==> src/rtl/axis_arbiter_pkg.sv <==
// axis_arbiter_pkg: shared FSM state, source id type and source constants
package axis_arbiter_pkg;
    typedef enum logic [1:0] {IDLE, LOCK_0, LOCK_1} arb_state_t;
    typedef logic source_id_t;
    localparam source_id_t SRC_0 = 1'b0;
    localparam source_id_t SRC_1 = 1'b1;
endpackage

==> src/rtl/axis_output_register.sv <==
// axis_output_register: registered stream output stage; loads when the slot is free
// and clears valid when the slot frees with nothing to load.
module axis_output_register #(
    parameter int WIDTH = 18
) (
    input  logic             clk,
    input  logic             rst,
    input  logic             i_load,
    input  logic [WIDTH-1:0] i_payload,
    input  logic             i_ready,
    output logic             o_valid,
    output logic [WIDTH-1:0] o_payload,
    output logic             o_slot_free
);
    logic             r_valid;
    logic [WIDTH-1:0] r_payload;
    logic             w_slot_free;

    assign w_slot_free = !r_valid || i_ready;
    assign o_slot_free = w_slot_free;
    assign o_valid     = r_valid;
    assign o_payload   = r_payload;

    always_ff @(posedge clk or negedge rst) begin
        if (!rst) begin
            r_valid   <= 1'b0;
            r_payload <= '0;
        end else if (w_slot_free) begin
            r_valid <= i_load;
            if (i_load)
                r_payload <= i_payload;
        end
    end
endmodule

==> src/rtl/axis_arbiter_2.sv <==
// axis_arbiter_2: packet-aware round-robin merge of two AXI-Stream sources
// into one registered output stream.
module axis_arbiter_2
    import axis_arbiter_pkg::*;
#(
    parameter int DATA_WIDTH = 16
) (
    input  logic                  clk,
    input  logic                  rst,
    input  logic                  input_0_valid,
    output logic                  input_0_ready,
    input  logic [DATA_WIDTH-1:0] input_0_data,
    input  logic                  input_0_last,
    input  logic                  input_1_valid,
    output logic                  input_1_ready,
    input  logic [DATA_WIDTH-1:0] input_1_data,
    input  logic                  input_1_last,
    output logic                  output_valid,
    input  logic                  output_ready,
    output logic [DATA_WIDTH-1:0] output_data,
    output logic                  output_last,
    output logic                  output_source
);
    arb_state_t  r_state, w_next_state;
    source_id_t  r_priority, w_next_priority;
    source_id_t  w_sel;
    logic        w_grant, w_slot_free, w_xfer, w_last;
    logic [DATA_WIDTH+1:0] w_in_payload, w_out_payload;

    // A lock pins the grant for the rest of the packet, even across bubbles.
    assign w_grant = rst && (r_state != IDLE || input_0_valid || input_1_valid);
    assign w_sel   = (r_state == LOCK_1) ? SRC_1 :
                     (r_state == LOCK_0) ? SRC_0 :
                     (input_0_valid && input_1_valid) ? r_priority :
                     input_1_valid ? SRC_1 : SRC_0;

    assign input_0_ready = w_grant && w_sel == SRC_0 && w_slot_free;
    assign input_1_ready = w_grant && w_sel == SRC_1 && w_slot_free;
    assign w_xfer        = (input_0_valid && input_0_ready) || (input_1_valid && input_1_ready);
    assign w_last        = (w_sel == SRC_1) ? input_1_last : input_0_last;
    assign w_in_payload  = {(w_sel == SRC_1) ? input_1_data : input_0_data, w_last, w_sel};

    always_comb begin
        w_next_state    = r_state;
        w_next_priority = r_priority;
        if (w_xfer) begin
            w_next_state    = w_last ? IDLE : (w_sel == SRC_1) ? LOCK_1 : LOCK_0;
            w_next_priority = w_last ? ~w_sel : r_priority;
        end
    end

    always_ff @(posedge clk or negedge rst) begin
        if (!rst) begin
            r_state    <= IDLE;
            r_priority <= SRC_0;
        end else begin
            r_state    <= w_next_state;
            r_priority <= w_next_priority;
        end
    end

    axis_output_register #(.WIDTH(DATA_WIDTH + 2)) u_out_reg (
        .clk        (clk),
        .rst        (rst),
        .i_load     (w_xfer),
        .i_payload  (w_in_payload),
        .i_ready    (output_ready),
        .o_valid    (output_valid),
        .o_payload  (w_out_payload),
        .o_slot_free(w_slot_free)
    );

    assign {output_data, output_last, output_source} = w_out_payload;
endmodule

==> config.mk <==
export PLATFORM = sky130hd
export DESIGN_NAME = axis_arbiter_2
export DESIGN_NICKNAME = d
export VERILOG_FILES = /design/src/rtl/axis_arbiter_pkg.sv /design/src/rtl/axis_output_register.sv /design/src/rtl/axis_arbiter_2.sv
export SDC_FILE = /design/constraint.sdc
export NUM_CORES = 1
export LEC_CHECK = 0
export ABC_AREA = 0
export BUFFER_PORTS_ARGS = -buffer_cell sky130_fd_sc_hd__buf_4
export CORE_MARGIN = 3
export CORE_UTILIZATION = 42
export DETAILED_ROUTE_END_ITERATION = 16
export PLACE_DENSITY = 0.79
export SETUP_SLACK_MARGIN = 0.1
export SYNTH_ARGS = -nofsm -noshare
export SYNTH_HDL_FRONTEND = slang
export SYNTH_SLANG_ARGS = --single-unit
==> constraint.sdc <==
create_clock -name clk -period 1.5 [get_ports clk]
set_input_delay 0.45 -clock clk [delete_from_list [all_inputs] [get_ports clk]]
set_output_delay 0.45 -clock clk [all_outputs]
set_load 0.005 [all_outputs]
==> reports/summary.md <==
Clock latency on the worst-skew pair, taken at its later pin, is 310 ps. The logs give 241 for the total number of nets in the final design and 0 for the number of hold violations in the final report. The tools report the standby leakage power as 1.118 nW.

In the final routed layout, each cell accounts on average for 18.16 um. The design draws 4.195 mW. Counting every sink on the clock net gives 22.

The top cell types in the final layout, fill and taps aside, are buf_4, dfrtp_1, mux2_4, and2_1, a32o_1. In the routed design, unresolved DRC markers number 0. H-tree depth: 1.

The library cell used most frequently in the layout, excluding fill and tap cells, is buf_4. The class of the tightest hold or removal check is in2async. The routed wire length came out at 4.414 mm.

The number of global-route vias before repair came out at 1438. Summing all placed instances gives a cell area of 1979 um2. After clock tree synthesis, the flow added hold-fix buffers numbering 0. The final reports fail on setup timing. After layout, the worst path uses 134.2% of the clock period. The average footprint of a synthesized cell came out at 12.20 um2. For this run, the number of Yosys warnings is 0. The tools report the number of cells in the design after placement as 224. Timing would allow up to 497.0 MHz. The tools report the worst setup margin as -512.3 ps. At the pin with the least slew margin, the transition time is 320.2 ps.

For this run, asynchronously set or reset flops after synthesis account for 100.0%. Entering global routing, the biggest net connects 23 pins. The final number of max-transition violations was 0; the count of buffers inserted at the top-level ports was 59. After legalization and detailed placement, the total HPWL measured 2.547 mm. Across the VDD grid, the largest voltage drop is 900.5 uV.

At the placement stage, the worst setup path has a slack of -364.1 ps. The first global-routing pass estimated 7.079 mm of wire. After floorplanning, the core was sized to cover 2877 um2. The area growth from synthesis to layout is 75.16%. The maximum fanout along the worst path is 2. Final weighted congestion in routability-driven placement: 0.8677. The worst setup path is captured at a primary output. The kind of start point of the critical path was a register. The run gives 78.60% as the headroom to the max-slew limit. Global routing finished with a remaining overflow of 0. Excluding fillers, the count of instances in the completed layout stands at 243. The flow ran to the end, but the final reports show violations.

The all-layer global routing usage is 22.58%. Of the synthesized area, sequential elements account for 41.39%. The root buffer cell chosen for the clock tree is clkbuf_4.

Worst hold margin: 239.5 ps. The clock transition at the register clock pins on the worst setup and hold paths after CTS is 140 ps, and the count of fill cells added during filler insertion is 179. Summed instance area of the synthesized netlist: 1330 um2. The tools report the count of mapped cells out of synthesis as 109. Once detail routing completed, the nets flagged for antenna violations numbered 0. The synthesized netlist contains 30 unique library cells.

For the final standard cell area without fillers, the log shows 2330 um2. The repair_antennas step left the layout with diodes totalling 0. The tool flagged a number of max-cap violations equal to 0. The post-synthesis sequential element count is 22. Row generation in the floorplan step produced 19 rows. The first detailed-routing pass took 4 iterations. For this block, the initial DRC count from the detailed router was 33.

Setup violations remaining at the end of the flow were counted as 23. For the largest buffer count on any clock path, the log shows 2. The logs give 46.24% for the initial cell density of the core and 1050 ps for the required time at the worst-slack endpoint.

The die is 62.28 um tall. Using the TritonRoute via totals, the vias-per-cell ratio works out to 5.354. The die is 62.28 um wide.

Setup repair after global routing could not meet its margin everywhere. In this run the power density over the cells is 1801 nW/um2. Number of flops mapped to enable cells by yosys: 0. By startpoint and endpoint, the worst setup path is classified as reg2out. In this run, CTS created clock tree buffers numbering 3.

The logs give 8.249 ps for the setup clock skew after layout and 1301 for the total via count after detailed routing. The data arrival time of the critical path is 1560 ps. TritonCTS built the clock tree. The floorplan step defined a die boundary enclosing 3878 um2.

The share of post-route cells with drive strength above 1 works out to 68.16%. The number of antenna violations at the first check in global routing is 0. The top-level I/O count was 60.

The predominant post-synthesis flop cell is dfrtp_1. The number of nets in the synthesized netlist is 148. The final period demand of the worst path is 2012 ps.
## state kept, by name, summed over array words and instances, names as in the netlist
name,count
r_priority,1
r_state,2
u_out_reg.o_payload,18
u_out_reg.o_valid,1
## layer usage
| metal | share of wire [%] | wire (um) | track usage [%] | vias up |
|---|---|---|---|---|
| li1 | - | - | - | 598 |
| met1 | 43 | 1898 | 28.21 | 640 |
| met2 | 50 | 2187 | 39.65 | 57 |
| met3 | 6.3 | 277 | 4.324 | 6 |
| met4 | 1.1 | 49 | 6.336 | 0 |
| met5 | 0 | 0 | 0 | - |
## cells by family (layout without fill, tap and decap cells)
family / after synthesis / count (layout) / share of synthesized area [%]
AOI/OAI and AO/OA: 29 / 29 / 21.64
buffers and inverters: 12 / 103 / 5.080
DFF: 22 / 22 / 41.39
muxes: 19 / 19 / 18.53
and+or+nand+nor: 27 / 28 / 13.36
## final timing paths
path	from	to	slack, ps	cells after the start
min reg2reg	u_out_reg.o_payload[7]	u_out_reg.o_payload[7]	530	1
max	r_state[1]	input_1_ready	-510	4
min in group clk	input_1_last	r_state[1]	330	2
max in group asynchronous	rst	r_state[0]	1020	3
min	rst	u_out_reg.o_payload[0]	240	3
max reg2reg	r_state[0]	u_out_reg.o_payload[8]	-280	6
## report_power, final
group	switching, mW	total (mW)	internal (mW)
clock network	0.195	0.465	0.270
registers	0.199	1.08	0.883
logic	0.991	2.65	1.66
## worst max-delay path, cell delays in order, from the launching register on
cell,delay (ps)
dfrtp_1,430
or4_4,560
nand3_4,90
nor2_2,40
buf_4,130
## area by class of cell
| type | instances | area, um2 | share of cell area [%] |
|---|---|---|---|
| clock buffers | 3 | 22.52 | 0.9667 |
| clock inverters | 1 | 30.03 | 1.289 |
| inverters | 4 | 17.52 | 0.7519 |
| multi-input cells | 76 | 832.0 | 35.71 |
| flip-flops and latches | 22 | 551.8 | 23.68 |
| well taps | 42 | 52.55 | 2.256 |
| repair buffers | 95 | 823.3 | 35.34 |
## cell usage after synthesis (all sizes together) (2+ instances only)
master,instances,area share [%]
nor2,2,1.1
nand2b,4,2.4
a21oi,3,2.0
a32o,17,13
inv,4,1.1
mux2,18,18
dfrtp,22,41
o21ai,2,0.75
buf,6,3.4
clkbuf,2,0.56
and2,17,8.0
## through the flow
| step | setup TNS (ps) | utilization [%] |
|---|---|---|
| after floorplan | -714.8 | - |
| after global placement | -6202 | 68.81 |
| after detailed placement | -6902 | 68.81 |
| after CTS | -6947 | 79.86 |
| after global routing | -6884 | 80.99 |
| final | -6094 | 80.99 |
## timing repair
action                                  4_1_cts  5_1_grt
setup buffers                                15        5
gates resized for setup                      39        9
endpoints found under the setup margin       23       25
cloned                                        1        1
pin swaps                                     8        8
(Power assumes the default switching activity.)
